`config.mk`:
```
export PLATFORM = sky130hd
export DESIGN_NAME = ntps_axi_regbank_flat
export DESIGN_NICKNAME = d
export VERILOG_FILES = /design/src/rtl/ntps_axi_regbank_if.sv /design/src/rtl/ntps_axi_regbank.sv /design/src/flat_wrapper.sv
export SDC_FILE = /design/constraint.sdc
export NUM_CORES = 1
export LEC_CHECK = 0
export ABC_AREA = 1
export CORE_ASPECT_RATIO = 1.75
export CORE_MARGIN = 5
export CORE_UTILIZATION = 32
export CTS_CLUSTER_DIAMETER = 200
export DETAILED_ROUTE_END_ITERATION = 8
export HOLD_SLACK_MARGIN = 0.03
export PLACE_DENSITY = 0.48
export RECOVER_POWER = 50
export SETUP_SLACK_MARGIN = 0.05
export SYNTH_ARGS = -nofsm -noshare
export SYNTH_HDL_FRONTEND = slang
export SYNTH_SLANG_ARGS = --single-unit
```
`constraint.sdc`:
```
create_clock -name axi_aclk -period 4 [get_ports axi_aclk]
set_clock_uncertainty 0.1 [all_clocks]
set_input_delay 0.8 -clock axi_aclk [delete_from_list [all_inputs] [get_ports axi_aclk]]
set_output_delay 0.8 -clock axi_aclk [all_outputs]
set_load 0.05 [all_outputs]
```
`src/rtl/ntps_axi_regbank_if.sv`:
```
// AXI4-Lite bus bundle for the ntps register bank (32-bit data, 5-bit address).
interface ntps_axi_regbank_if;
  logic [4:0]  axi_awaddr;
  logic [2:0]  axi_awprot;
  logic        axi_awvalid;
  logic        axi_awready;
  logic [31:0] axi_wdata;
  logic [3:0]  axi_wstrb;
  logic        axi_wvalid;
  logic        axi_wready;
  logic [1:0]  axi_bresp;
  logic        axi_bvalid;
  logic        axi_bready;
  logic [4:0]  axi_araddr;
  logic [2:0]  axi_arprot;
  logic        axi_arvalid;
  logic        axi_arready;
  logic [31:0] axi_rdata;
  logic [1:0]  axi_rresp;
  logic        axi_rvalid;
  logic        axi_rready;

  modport slave (
    input  axi_awaddr, axi_awprot, axi_awvalid,
    output axi_awready,
    input  axi_wdata, axi_wstrb, axi_wvalid,
    output axi_wready,
    output axi_bresp, axi_bvalid,
    input  axi_bready,
    input  axi_araddr, axi_arprot, axi_arvalid,
    output axi_arready,
    output axi_rdata, axi_rresp, axi_rvalid,
    input  axi_rready
  );

  modport master (
    output axi_awaddr, axi_awprot, axi_awvalid,
    input  axi_awready,
    output axi_wdata, axi_wstrb, axi_wvalid,
    input  axi_wready,
    input  axi_bresp, axi_bvalid,
    output axi_bready,
    output axi_araddr, axi_arprot, axi_arvalid,
    input  axi_arready,
    input  axi_rdata, axi_rresp, axi_rvalid,
    output axi_rready
  );
endinterface

```
`src/rtl/ntps_axi_regbank.sv`:
```
// AXI4-Lite slave register bank: ID/build info, scratch, control word and a
// 64-bit cycle counter whose upper half is read through a shadow register.
module ntps_axi_regbank #(
  parameter logic [31:0] BUILD_INFO = 32'h0,
  parameter logic [31:0] GIT_HASH   = 32'h0,
  parameter logic [31:0] CTRL_RESET = 32'h0
) (
  input  logic                      axi_aclk,
  input  logic                      axi_aresetn,
  ntps_axi_regbank_if.slave         s_axi,
  output logic [31:0]               ctrl_out
);

  localparam logic [31:0] NAME_VAL    = 32'h6e747073;
  localparam logic [31:0] VERSION_VAL = 32'h00010000;
  localparam logic [1:0]  RESP_OKAY   = 2'b00;
  localparam logic [1:0]  RESP_SLVERR = 2'b10;

  typedef enum logic [2:0] {
    REG_NAME    = 3'd0,
    REG_VERSION = 3'd1,
    REG_BUILD   = 3'd2,
    REG_GIT     = 3'd3,
    REG_SCRATCH = 3'd4,
    REG_CTRL    = 3'd5,
    REG_CNT_LO  = 3'd6,
    REG_CNT_HI  = 3'd7
  } reg_idx_e;

  logic        r_aw_full;
  logic [2:0]  r_aw_idx;
  logic        r_w_full;
  logic [31:0] r_w_data;
  logic [3:0]  r_w_strb;
  logic        r_bvalid;
  logic [1:0]  r_bresp;
  logic        r_rvalid;
  logic [31:0] r_rdata;
  logic [1:0]  r_rresp;
  logic [31:0] r_scratch;
  logic [31:0] r_ctrl;
  logic [63:0] r_cnt;
  logic [31:0] r_cnt_shadow;

  logic        w_aw_hs;
  logic        w_w_hs;
  logic        w_do_write;
  logic [2:0]  w_wr_idx;
  logic [31:0] w_wr_data;
  logic [3:0]  w_wr_strb;
  logic        w_ar_hs;
  logic [31:0] w_rd_data;
  logic        w_unused;

  function automatic logic [31:0] merge_bytes(input logic [31:0] old_val,
                                              input logic [31:0] new_val,
                                              input logic [3:0]  strb);
    logic [31:0] res;
    res = old_val;
    for (int unsigned i = 0; i < 4; i++) begin
      if (strb[i]) res[8*i +: 8] = new_val[8*i +: 8];
    end
    return res;
  endfunction

  assign s_axi.axi_awready = !r_aw_full && !r_bvalid;
  assign s_axi.axi_wready  = !r_w_full && !r_bvalid;
  assign s_axi.axi_bvalid  = r_bvalid;
  assign s_axi.axi_bresp   = r_bresp;
  assign s_axi.axi_arready = !r_rvalid;
  assign s_axi.axi_rvalid  = r_rvalid;
  assign s_axi.axi_rdata   = r_rdata;
  assign s_axi.axi_rresp   = r_rresp;
  assign ctrl_out          = r_ctrl;

  assign w_aw_hs = s_axi.axi_awvalid && s_axi.axi_awready;
  assign w_w_hs  = s_axi.axi_wvalid && s_axi.axi_wready;
  assign w_ar_hs = s_axi.axi_arvalid && s_axi.axi_arready;

  // A half arriving this edge bypasses its hold so the write completes
  // without an extra cycle.
  assign w_do_write = (r_aw_full || w_aw_hs) && (r_w_full || w_w_hs);
  assign w_wr_idx   = r_aw_full ? r_aw_idx : s_axi.axi_awaddr[4:2];
  assign w_wr_data  = r_w_full ? r_w_data : s_axi.axi_wdata;
  assign w_wr_strb  = r_w_full ? r_w_strb : s_axi.axi_wstrb;

  assign w_unused = ^{s_axi.axi_awprot, s_axi.axi_arprot,
                      s_axi.axi_awaddr[1:0], s_axi.axi_araddr[1:0]};

  always_comb begin
    w_rd_data = '0;
    unique case (reg_idx_e'(s_axi.axi_araddr[4:2]))
      REG_NAME:    w_rd_data = NAME_VAL;
      REG_VERSION: w_rd_data = VERSION_VAL;
      REG_BUILD:   w_rd_data = BUILD_INFO;
      REG_GIT:     w_rd_data = GIT_HASH;
      REG_SCRATCH: w_rd_data = r_scratch;
      REG_CTRL:    w_rd_data = r_ctrl;
      REG_CNT_LO:  w_rd_data = r_cnt[31:0];
      REG_CNT_HI:  w_rd_data = r_cnt_shadow;
      default:     w_rd_data = '0;
    endcase
  end

  always_ff @(posedge axi_aclk or negedge axi_aresetn) begin
    if (!axi_aresetn) begin
      r_aw_full <= 1'b0;
      r_aw_idx  <= '0;
      r_w_full  <= 1'b0;
      r_w_data  <= '0;
      r_w_strb  <= '0;
      r_bvalid  <= 1'b0;
      r_bresp   <= RESP_OKAY;
      r_scratch <= '0;
      r_ctrl    <= CTRL_RESET;
    end else begin
      if (r_bvalid && s_axi.axi_bready) r_bvalid <= 1'b0;
      if (w_do_write) begin
        r_aw_full <= 1'b0;
        r_w_full  <= 1'b0;
        r_bvalid  <= 1'b1;
        unique case (reg_idx_e'(w_wr_idx))
          REG_SCRATCH: begin
            r_scratch <= merge_bytes(r_scratch, w_wr_data, w_wr_strb);
            r_bresp   <= RESP_OKAY;
          end
          REG_CTRL: begin
            r_ctrl  <= merge_bytes(r_ctrl, w_wr_data, w_wr_strb);
            r_bresp <= RESP_OKAY;
          end
          default: r_bresp <= RESP_SLVERR;
        endcase
      end else begin
        if (w_aw_hs) begin
          r_aw_full <= 1'b1;
          r_aw_idx  <= s_axi.axi_awaddr[4:2];
        end
        if (w_w_hs) begin
          r_w_full <= 1'b1;
          r_w_data <= s_axi.axi_wdata;
          r_w_strb <= s_axi.axi_wstrb;
        end
      end
    end
  end

  always_ff @(posedge axi_aclk or negedge axi_aresetn) begin
    if (!axi_aresetn) begin
      r_rvalid     <= 1'b0;
      r_rdata      <= '0;
      r_rresp      <= RESP_OKAY;
      r_cnt        <= '0;
      r_cnt_shadow <= '0;
    end else begin
      r_cnt <= r_cnt + 64'd1;
      if (w_ar_hs) begin
        r_rvalid <= 1'b1;
        r_rdata  <= w_rd_data;
        r_rresp  <= RESP_OKAY;
        // Shadow takes the same counter sample whose low half is returned.
        if (reg_idx_e'(s_axi.axi_araddr[4:2]) == REG_CNT_LO)
          r_cnt_shadow <= r_cnt[63:32];
      end else if (r_rvalid && s_axi.axi_rready) begin
        r_rvalid <= 1'b0;
      end
    end
  end

endmodule

```
`src/flat_wrapper.sv`:
```
// flat-port wrapper written by rule: the top's interface ports become plain ports
module ntps_axi_regbank_flat 
#(
  parameter logic [31:0] BUILD_INFO = 32'h0,
  parameter logic [31:0] GIT_HASH   = 32'h0,
  parameter logic [31:0] CTRL_RESET = 32'h0
)
  (axi_aclk, axi_aresetn, ctrl_out, s_axi_axi_awaddr, s_axi_axi_awprot, s_axi_axi_awvalid, s_axi_axi_awready, s_axi_axi_wdata, s_axi_axi_wstrb, s_axi_axi_wvalid, s_axi_axi_wready, s_axi_axi_bresp, s_axi_axi_bvalid, s_axi_axi_bready, s_axi_axi_araddr, s_axi_axi_arprot, s_axi_axi_arvalid, s_axi_axi_arready, s_axi_axi_rdata, s_axi_axi_rresp, s_axi_axi_rvalid, s_axi_axi_rready);
  ntps_axi_regbank_if s_axi_i ();
  input  logic axi_aclk;
  input  logic axi_aresetn;
  output logic [31:0] ctrl_out;
  input wire logic [$bits(s_axi_i.axi_awaddr)-1:0] s_axi_axi_awaddr;
  input wire logic [$bits(s_axi_i.axi_awprot)-1:0] s_axi_axi_awprot;
  input wire logic [$bits(s_axi_i.axi_awvalid)-1:0] s_axi_axi_awvalid;
  output wire logic [$bits(s_axi_i.axi_awready)-1:0] s_axi_axi_awready;
  input wire logic [$bits(s_axi_i.axi_wdata)-1:0] s_axi_axi_wdata;
  input wire logic [$bits(s_axi_i.axi_wstrb)-1:0] s_axi_axi_wstrb;
  input wire logic [$bits(s_axi_i.axi_wvalid)-1:0] s_axi_axi_wvalid;
  output wire logic [$bits(s_axi_i.axi_wready)-1:0] s_axi_axi_wready;
  output wire logic [$bits(s_axi_i.axi_bresp)-1:0] s_axi_axi_bresp;
  output wire logic [$bits(s_axi_i.axi_bvalid)-1:0] s_axi_axi_bvalid;
  input wire logic [$bits(s_axi_i.axi_bready)-1:0] s_axi_axi_bready;
  input wire logic [$bits(s_axi_i.axi_araddr)-1:0] s_axi_axi_araddr;
  input wire logic [$bits(s_axi_i.axi_arprot)-1:0] s_axi_axi_arprot;
  input wire logic [$bits(s_axi_i.axi_arvalid)-1:0] s_axi_axi_arvalid;
  output wire logic [$bits(s_axi_i.axi_arready)-1:0] s_axi_axi_arready;
  output wire logic [$bits(s_axi_i.axi_rdata)-1:0] s_axi_axi_rdata;
  output wire logic [$bits(s_axi_i.axi_rresp)-1:0] s_axi_axi_rresp;
  output wire logic [$bits(s_axi_i.axi_rvalid)-1:0] s_axi_axi_rvalid;
  input wire logic [$bits(s_axi_i.axi_rready)-1:0] s_axi_axi_rready;
  assign s_axi_i.axi_awaddr = s_axi_axi_awaddr;
  assign s_axi_i.axi_awprot = s_axi_axi_awprot;
  assign s_axi_i.axi_awvalid = s_axi_axi_awvalid;
  assign s_axi_axi_awready = s_axi_i.axi_awready;
  assign s_axi_i.axi_wdata = s_axi_axi_wdata;
  assign s_axi_i.axi_wstrb = s_axi_axi_wstrb;
  assign s_axi_i.axi_wvalid = s_axi_axi_wvalid;
  assign s_axi_axi_wready = s_axi_i.axi_wready;
  assign s_axi_axi_bresp = s_axi_i.axi_bresp;
  assign s_axi_axi_bvalid = s_axi_i.axi_bvalid;
  assign s_axi_i.axi_bready = s_axi_axi_bready;
  assign s_axi_i.axi_araddr = s_axi_axi_araddr;
  assign s_axi_i.axi_arprot = s_axi_axi_arprot;
  assign s_axi_i.axi_arvalid = s_axi_axi_arvalid;
  assign s_axi_axi_arready = s_axi_i.axi_arready;
  assign s_axi_axi_rdata = s_axi_i.axi_rdata;
  assign s_axi_axi_rresp = s_axi_i.axi_rresp;
  assign s_axi_axi_rvalid = s_axi_i.axi_rvalid;
  assign s_axi_i.axi_rready = s_axi_axi_rready;
  ntps_axi_regbank #(.BUILD_INFO(BUILD_INFO), .GIT_HASH(GIT_HASH), .CTRL_RESET(CTRL_RESET)) u_core (.axi_aclk(axi_aclk), .axi_aresetn(axi_aresetn), .s_axi(s_axi_i), .ctrl_out(ctrl_out));
endmodule
```
## Yosys cells after proc, flatten, opt, wreduce, memory -nomap -nowiden

Index checks and enable logic that the tools add are counted.

- Add/subtract/negate cells: 1
- Multipliers: 0
- Div/mod/pow operators: 0
- Order comparisons: 0
- Eq/ne operators: 9
- Shift-type cells: 0
- Muxes and demuxes: 13
- Bitwise gates (word level): 1
- Reduce and logical (&&, ||, !) cells: 32

Operators by type and width:

| kind | count |
|---|---|
| 32-bit case mux with 7 select lines | 1 |
| 64-bit by 1-bit adder with 64-bit output (second input constant) | 1 |
| 32-bit two-way mux | 1 |
| 3-bit AND reduction | 8 |
| 3-bit == test (second input constant) | 6 |
| 1-bit logical AND | 8 |
| 1-bit two-way mux | 8 |
| 2-bit nonzero test | 4 |
| 3-bit by 2-bit == test with 1-bit output (second input constant) | 2 |
| 2-bit AND reduction | 3 |
| 1-bit zero test | 4 |
| 4-bit two-way mux | 1 |
| 2-bit OR reduction | 2 |
| 3-bit by 1-bit == test with 1-bit output (second input constant) | 1 |
| 3-bit zero test | 1 |
| 3-bit two-way mux | 1 |
| 1-bit logical OR | 2 |
| 2-bit two-way mux | 1 |
| 1-bit inverter | 1 |

- Register bits: 237
- Latch bits: 0
- Memory bits (writable): 0
- Memory bits (read-only): 0
- Input port bits: 59
- Output and inout port bits: 73
- Word-level logic and storage cells: 75
- Memories: 0

## Depth between registers and ports, before layout

Gate-level depths: netlist of the first run.

- Depth after elaboration: 7
- Mapped depth: 9
- Mapped depth without buffers: 9

## Worst setup path after synthesis of the first run

Ideal clock, no wire load.

- Kind: reg2out
- From: register u_core.r_bvalid (netlist: u_core.s_axi.axi_bvalid)
- To: output port s_axi_axi_wready
- Arrival: 1421 ps
- Required time: 3100 ps
- Slack: 1679 ps
- Cell stages (with the launch flop): 2
- Buffers on the path: 0
- Path through: dfrtp_1 > nor2_1

- Longest elaborated chain between the ends: 2

RTL lines:

| element | line | text |
|---|---|---|
| start: declaration | ntps_axi_regbank.sv:35 | `logic r_bvalid;` |
| start signal: assignment | ntps_axi_regbank.sv:112 | `r_bvalid <= 1'b0;` |
| start signal: assignment | ntps_axi_regbank.sv:117 | `if (r_bvalid && s_axi.axi_bready) r_bvalid <= 1'b0;` |
| start signal: assignment | ntps_axi_regbank.sv:121 | `r_bvalid <= 1'b1;` |
| 1-bit zero test | ntps_axi_regbank.sv:67 | `assign s_axi.axi_wready = !r_w_full && !r_bvalid;` |
| 1-bit logical AND | ntps_axi_regbank.sv:67 |  |
| end: declaration | flat_wrapper.sv:20 | `output wire logic [$bits(s_axi_i.axi_wready)-1:0] s_axi_axi_wready;` |

Every way passes these cells.

## Final worst setup path of the first run

Same ends and word-level chain as after synthesis.

==> summary.md, run 1 <==
| Metric | Value |
|---|---|
| Total wire length | 37.8 mm |
| Cell area after layout | around 14000 sq um |
| Post-synthesis instance area | 11500 sq um |
| Area of the die | around 40000 sq um |
| Power Density | ~630 nW/um^2 |
| Library cells used by synthesis | 33 |
| Rows | 92 |
| Number of max-cap violations | 1 |
| Starting density of the core | 0.321 |
| Data required time at the worst endpoint | 3.10 ns |
| First-pass DRT Iterations | 5 |
| Initial antenna violation count | 0 |
| Static leakage power | about 0.0062 uW |
| Type of destination of the critical path | output pin |
| Number of flip-flops and latches in the synthesized netlist | 236 |
| Number of routed nets with antenna violations | 0 |
| Dpl cell area | 13200 sq um |
| Die extent in y | 261 um |
| List of most frequent post-synthesis cells | sky130_fd_sc_hd__nand2_1, sky130_fd_sc_hd__dfrtp_1, sky130_fd_sc_hd__nor2_1 |
| Buffers on Ports | between 100 and 150 |
| Crit Path Class | reg -> out |
| Xor and xnor fraction of the mapped netlist area | 0.0244 |
| Achievable Freq | around 340 MHz |
| Prevailing post-synth register cell | sky130_fd_sc_hd__dfrtp_1 |
| Sequential-to-total area share from yosys stat | 0.513 |
| GR Overflow Total | 0 |
| Clock tree from TritonCTS | done |
| Number of top-level design ports | 132 |
| Final Setup Violations | 0 |
| Die Wd | 153 um |
| Worst slew margin relative to its limit | -0.454 |
| Detailed placement HPWL | 29.1 mm |
| Number of levels in the clock H-tree | 1 |
| Wire length of the first global-routing pass | 58.3 mm |
| Number of diodes added for antenna fixing | 0 |
| Core area | 35800 sq um |
| Wire per inst | 18.0 um |
| Simple-gate area share of the yosys netlist | 0.306 |
| Count of hold-fix buffers inserted at cts | 0 |
| Sinks on Clock Net | 236 |
| Post-detailed-route DRC marker count | 0 |
| Count of synthesis-stage warnings from yosys | 0 |
| Result of the run | finished with violations |
| Compound-Gate Fraction of Synth Area | 0.0987 |
| Total Power | 8820 uW |
| Latest clock arrival within the worst-skew pair | about 0.53 ns |
| Ratio of routed vias to standard cells | 4.69 |
| Dominant combinational cell family by area after synthesis | simple AND/OR/NAND/NOR gates |
| Starting DRC count in detailed routing | 595 |
| Worst vdd rail ir drop | 0.000426 V |
| Post-layout min period | 2.91 ns |
| Proportion of netlist area held by the largest area contributor | 0.513 |
| Arrival time reported for the critical path endpoint | 2.01 ns |
| Via count of the routed design | 9848 |
| Hold crit path type | reg -> reg |
| Fin cells | roughly 2100 |
| Post-synthesis async set-or-reset flop share | 1.00 |
| R2R Setup Slk | about 1.6 ns |
| Final Hold Fails | 0 |
| Most area-hungry cell type in the Yosys netlist | sky130_fd_sc_hd__dfrtp_1 |
| Post-Synthesis Mean Instance Area | 7.68 sq um |
| Share of cell area taken by muxes after synthesis | 0 |
| Final-layout worst hold slack | 0.376 ns |
| Final worst path period share | 0.727 |
| Cell count after synthesis | 1499 |
| Final count of pins violating max slew | 78 |
| Total Routing Usage GR | 0.188 |
| Violations in the final reports | max-capacitance violations, max-slew violations |
| Worst Max-Slew Pin Slew | 2.18 ns |
| # resized after CTS | 0 |
| CTS clk-pin slew, worst paths | approximately 0.060 ns |
| Layout Nets | 1670 |
| Maximum number of pins on one net before global-route repair | ~90 |
| Root Buffer | sky130_fd_sc_hd__clkbuf_16 |
| Type of element launching the critical path | flip-flop |
| GP Congestion | 0.893 |
| Maximum root-to-sink buffer count | 3 |
| Most instantiated library cell after synthesis | sky130_fd_sc_hd__nand2_1 |
| Post-synth EDFFs | 0 |
| Fraction of layout cells with a size suffix above 1 | 0.0541 |
| Placed cell count | 2053 |
| Total setup buffers inserted after CTS | 0 |
| Number of buffers inserted during clock tree synthesis | 25 |
| Critical-path maximum fanout | 6 |
| Final TNS setup | 0 ns |
| Via count of the first global-routing pass | about 9900 |
| Fillcell total | 3676 |
| Arithmetic-cell share of the synthesized area counting full adders, half adders and majority gates | 0.00109 |
| Area growth syn-to-layout | 21.3% |
| Unrepaired setup endpoints after global routing | no |
| Synth area leaders | sky130_fd_sc_hd__dfrtp_1, sky130_fd_sc_hd__nand2_1, sky130_fd_sc_hd__o21ai_0 |
==> power by group <==
part | total (uW) | internal, uW | switching [uW] | leakage [uW]
combinational | 2920 | 877 | 2050 | 0.00271
sequential | 3440 | 3000 | 438 | 0.00308
clock | 2460 | 1460 | 999 | 0.000424
==> placed cells by master, fill, tap and decap left out, types with 2 or more instances in the layout <==
cell type | synthesis | routed
sky130_fd_sc_hd__conb_1 | 1 | 3
sky130_fd_sc_hd__nor2_4 | 13 | 8
sky130_fd_sc_hd__nand4_1 | 30 | 30
sky130_fd_sc_hd__inv_2 | 4 | 4
sky130_fd_sc_hd__xor2_1 | 15 | 15
sky130_fd_sc_hd__and3_1 | 2 | 2
sky130_fd_sc_hd__nand2_1 | 572 | 575
sky130_fd_sc_hd__nor2_1 | 174 | 182
sky130_fd_sc_hd__xnor2_1 | 17 | 17
sky130_fd_sc_hd__clkbuf_8 | 0 | 6
sky130_fd_sc_hd__nand2_2 | 10 | 7
sky130_fd_sc_hd__buf_4 | 5 | 9
sky130_fd_sc_hd__dfrtp_1 | 236 | 235
sky130_fd_sc_hd__clkbuf_1 | 22 | 5
sky130_fd_sc_hd__nand2_4 | 5 | 5
sky130_fd_sc_hd__a31oi_1 | 5 | 5
sky130_fd_sc_hd__bufinv_16 | 0 | 3
sky130_fd_sc_hd__buf_12 | 0 | 3
sky130_fd_sc_hd__a21oi_1 | 21 | 21
sky130_fd_sc_hd__nand3_1 | 30 | 33
sky130_fd_sc_hd__o21bai_1 | 1 | 2
sky130_fd_sc_hd__inv_1 | 106 | 106
sky130_fd_sc_hd__clkinv_2 | 0 | 4
sky130_fd_sc_hd__o21ai_1 | 29 | 29
sky130_fd_sc_hd__clkdlybuf4s50_1 | 0 | 117
sky130_fd_sc_hd__nor2_2 | 7 | 4
sky130_fd_sc_hd__clkbuf_16 | 0 | 25
sky130_fd_sc_hd__o21ai_0 | 162 | 162
==> flip-flops by register name, indices dropped and copies added (netlist names), 3 cells and up <==
register and count:
u_core.r_cnt 64, u_core.r_aw_idx 3, u_core.s_axi.axi_rdata 32, u_core.r_w_data 32, u_core.r_cnt_shadow 32, u_core.ctrl_out 32
u_core.r_scratch 32, u_core.r_w_strb 4
==> cell type report <==
cell class,instances,area (sq um),share of cell area
Sequential cell,236,5910,0.423
Multi-Input combinational cell,1105,4880,0.349
Timing Repair Buffer,131,1310,0.0937
Clock buffer,35,723,0.0518
Tap cell,470,588,0.0421
Inverter,111,419,0.0300
Clock inverter,10,138,0.00986
==> path summary, 6_finish.rpt <==
kind	start	end	cells after the start
setup / recovery	u_core.s_axi.axi_bvalid	s_axi_axi_wready	2
min in group asynchronous	axi_aresetn	u_core.r_cnt_shadow[28]	1
hold / removal	u_core.s_axi.axi_rdata[16]	u_core.s_axi.axi_rdata[16]	2
setup reg to reg	u_core.r_w_full	u_core.r_scratch[1]	7
max in group asynchronous	axi_aresetn	u_core.r_w_full	1
hold reg to reg	u_core.s_axi.axi_rdata[16]	u_core.s_axi.axi_rdata[16]	2
==> cell families (layout without fill, tap and decap cells) <==
kind of cell    after synthesis  count (layout)
buf+inv                     160             287
other cells                   1               3
fa+ha+maj                     1               1
compound gates              221             221
flops                       236             236
xor+xnor                     32              32
simple gates                848             848
==> through the flow <==
step | setup WS [ns] | util
after detailed placement | 1.04 | 0.369
after global placement | 1.06 | 0.369
after CTS | 1.02 | 0.393
after floorplan | 1.68 | -
final | 1.09 | 0.390
after global routing | 1.03 | 0.390
==> routing by layer <==
metal | vias to the layer above | track usage | part of all wire
met5 | - | 0 | 0
met3 | 73 | 0.0202 | 0.033
met1 | 4600 | 0.223 | 0.40
li1 | 4946 | - | -
met2 | 229 | 0.336 | 0.51
met4 | 0 | 0.0962 | 0.058
==> critical path, stage by stage (launching register included) <==
cell and delay (ns):
sky130_fd_sc_hd__dfrtp_1 0.45, sky130_fd_sc_hd__nor2_1 0.18, sky130_fd_sc_hd__clkdlybuf4s50_1 0.84
Note: power is estimated with default switching activity, not from simulation.
==> inputs of run 2 (changes only) <==
- clock period: 4 -> 2.9 ns (I/O delays scaled with it)
==> run 2 against run 1 <==
  * The flow now finishes without violations
  * Clock power increased by 26%
  * Via count down 0.25%
  * Sequential power grew 38%
  * Critical path depth unchanged
  * First-iteration DRC count is 2.0% lower
  * Non-clock buffer count increased by 7
  * Die area unchanged
  * Sequential cell count unchanged
==> summary.md, run 2 (synthesized netlist as in run 1, its figures left out) <==
| Metric | Value |
|---|---|
| Final Hold Fails | 0 (unchanged) |
| Total wire length | 38.5 mm (+1.8%) |
| Via count of the first global-routing pass | 9974 (+0.77%) |
| Initial antenna violation count | 0 (unchanged) |
| Data required time at the worst endpoint | 2.22 ns (-0.88 ns) |
| GP Congestion | 0.946 (+5.9%) |
| Die extent in y | 261 um (unchanged) |
| Root Buffer | sky130_fd_sc_hd__clkbuf_16 |
| Hold crit path type | reg -> reg |
| # resized after CTS | 0 (unchanged) |
| Number of buffers inserted during clock tree synthesis | 25 (unchanged) |
| Max FFs per register | 64 (unchanged) |
| Number of routed nets with antenna violations | 0 (unchanged) |
| Crit Path Class | reg -> out |
| Worst reg2reg path endpoint | u_core.r_scratch[1] |
| Worst Max-Slew Pin Slew | 1.41 ns (-0.769 ns) |
| Fin util | 0.388 (-0.00164) |
| Hold Crit Start | u_core.r_w_data[28] |
| Worst slew margin relative to its limit | 0.0579 (+0.512) |
| Buffers on Ports | 118 (unchanged) |
| Wire per inst | 18.3 um (+1.7%) |
| Core area | 35800 sq um (unchanged) |
| Number of cell instances on the worst register-to-register path | 7 (unchanged) |
| Starting DRC count in detailed routing | 583 (-2.0%) |
| Area growth syn-to-layout | 20.8% |
| First-pass DRT Iterations | 5 (unchanged) |
| Via count of the routed design | 9823 (-0.25%) |
| Clock group share of total power | 0.260 (-0.019) |
| Number of max-cap violations | 0 (-1) |
| Launch point of the worst reg-to-reg path | u_core.r_w_full |
| Register share of total power | 0.400 (+0.010) |
| Ratio of routed vias to standard cells | 4.68 (-0.35%) |
| Wire length of the first global-routing pass | 59.3 mm (+1.7%) |
| Unrepaired setup endpoints after global routing | no |
| CTS clk-pin slew, worst paths | 0.06 ns (about the same) |
| GR Overflow Total | 0 (unchanged) |
| Total setup buffers inserted after CTS | 0 (unchanged) |
| Maximum root-to-sink buffer count | 3 (unchanged) |
| Arrival time reported for the critical path endpoint | 2.00 ns (about the same) |
| Maximum number of pins on one net before global-route repair | 74 (-19%) |
| Type of element launching the critical path | flip-flop |
| Fillcell total | 3744 (+1.8%) |
| Top library cells by usage in the layout, fill and taps aside | sky130_fd_sc_hd__nand2_1, sky130_fd_sc_hd__dfrtp_1, sky130_fd_sc_hd__nor2_1 |
| Cell area after layout | 13900 sq um (-0.42%) |
| Detailed placement HPWL | 30.1 mm (+3.1%) |
| Sinks on Clock Net | 236 (unchanged) |
| Achievable Freq | 374 MHz |
| Starting density of the core | 0.321 (unchanged) |
| Number of top-level design ports | 132 (unchanged) |
| Total Routing Usage GR | 0.191 (+0.00310) |
| Critical-path maximum fanout | 6 (unchanged) |
| Number of diodes added for antenna fixing | 0 (unchanged) |
| Worst hold path stage count | 2 (unchanged) |
| Cell internal power dissipation | 7130 uW (+34%) |
| Clock tree from TritonCTS | done |
| Power Density | 855 nW/um^2 (+35%) |
| Number of levels in the clock H-tree | 1 (unchanged) |
| Dpl cell area | 13300 sq um (+0.44%) |
| Final Setup Violations | 0 (unchanged) |
| Post-layout min period | 2.68 ns |
| Fraction of layout cells with a size suffix above 1 | 0.0521 (-0.00191) |
| Sink of the worst hold path | u_core.r_w_data[28] |
| Final worst path period share | 0.923 |
| Final-layout worst hold slack | 0.381 ns (+0.00503 ns) |
| Worst vdd rail ir drop | 0.000726 V (+71%) |
| Most common cell after layout, fill and taps aside | sky130_fd_sc_hd__nand2_1 |
| Proportion of power drawn by combinational gates | 0.340 (+0.008) |
| Switching share of power | 0.400 (+0.00536) |
| Type of destination of the critical path | output pin |
| R2R Setup Slk | 0.48 ns (-1.12 ns) |
| Largest reg by FF count | u_core.r_cnt |
| Layout Nets | 1677 (+0.42%) |
| Result of the run | completed |
| Final count of pins violating max slew | 0 (-100%) |
| Area of the die | 40000 sq um (unchanged) |
| Psw | 4760 uW (+37%) |
| Rows | 92 (unchanged) |
| Post-detailed-route DRC marker count | 0 (unchanged) |
| Static leakage power | 0.00619 uW (-0.50%) |
| Die Wd | 153 um (unchanged) |
| Final TNS setup | 0 ns (unchanged) |
| Latest clock arrival within the worst-skew pair | 0.53 ns (about the same) |
[run 2: changes by cell type in the layout (fill, tap and decap cells not counted), moves of 2 or more]
cell                        previous run  this run
sky130_fd_sc_hd__clkbuf_1              5         9
sky130_fd_sc_hd__buf_4                 9        12
sky130_fd_sc_hd__clkinv_2              4         1
sky130_fd_sc_hd__bufinv_16             3         1
sky130_fd_sc_hd__clkbuf_4              0         2
sky130_fd_sc_hd__clkbuf_8              6         4
sky130_fd_sc_hd__nor2_1              182       180
[run 2: how the worst max path moves through the flow]
| stage | slack, ns | from | to | depth (start not counted) |
|---|---|---|---|---|
| after global routing | 0.11 | axi_aresetn | u_core.r_w_data[31] | 3 |
| after CTS | 0.12 | u_core.s_axi.axi_bvalid | s_axi_axi_wready | 2 |
| after detailed placement | 0.07 | s_axi_axi_araddr[3] | u_core.s_axi.axi_rdata[17] | 8 |
| after global placement | 0.06 | s_axi_axi_araddr[2] | u_core.s_axi.axi_rdata[10] | 8 |
| after floorplan | 0.63 | u_core.s_axi.axi_bvalid | u_core.r_w_data[25] | 5 |
| final | 0.22 | u_core.s_axi.axi_bvalid | s_axi_axi_wready | 2 |
[run 2: repair_timing]
action / CTS / global route
hold buffers: 1 / 0
hold endpoints to repair: 47 / 0
endpoints found under the setup margin: 0 / 0
[run 2: metrics by stage]
stage,total power (uW),setup WS (ns),instances
4_1_cts,12100,0.123,2100
3_5_place_dp,8970,0.0713,2059
6_report,11900,0.223,2100
3_3_place_gp,8930,0.0608,2059
5_1_grt,12600,0.107,2100
2_1_floorplan,7390,0.626,1501
[run 2: routing by layer]
| layer | track usage | share of wire |
|---|---|---|
| met2 | 0.349 | 0.52 |
| met4 | 0.0950 | 0.055 |
| met1 | 0.221 | 0.40 |
| met5 | 0 | 0 |
| met3 | 0.0202 | 0.029 |
[run 2: critical path: stages, from the launching register on]
cell,delay (ns)
sky130_fd_sc_hd__dfrtp_1,0.44
sky130_fd_sc_hd__nor2_1,0.18
sky130_fd_sc_hd__clkdlybuf4s50_1,0.84
[run 2: cell type report]
type	count	area [sq um]	area share
timing repair buffer	138	1350	0.0972
clock buffer	37	711	0.0511
inverter	111	419	0.0302
clock inverter	3	43.8	0.00315
tap	470	588	0.0423
multi-input combinational	1105	4880	0.351
sequential	236	5910	0.425
[run 2: power by group through the flow]
stage | Sequential, uW | Clock, uW | Combinational, uW
2_1_floorplan | 5800 | 0 | 1590
3_3_place_gp | 4830 | 0 | 4100
3_5_place_dp | 4830 | 0 | 4140
4_1_cts | 4780 | 3210 | 4150
5_1_grt | 4860 | 3320 | 4440
6_report | 4760 | 3090 | 4040
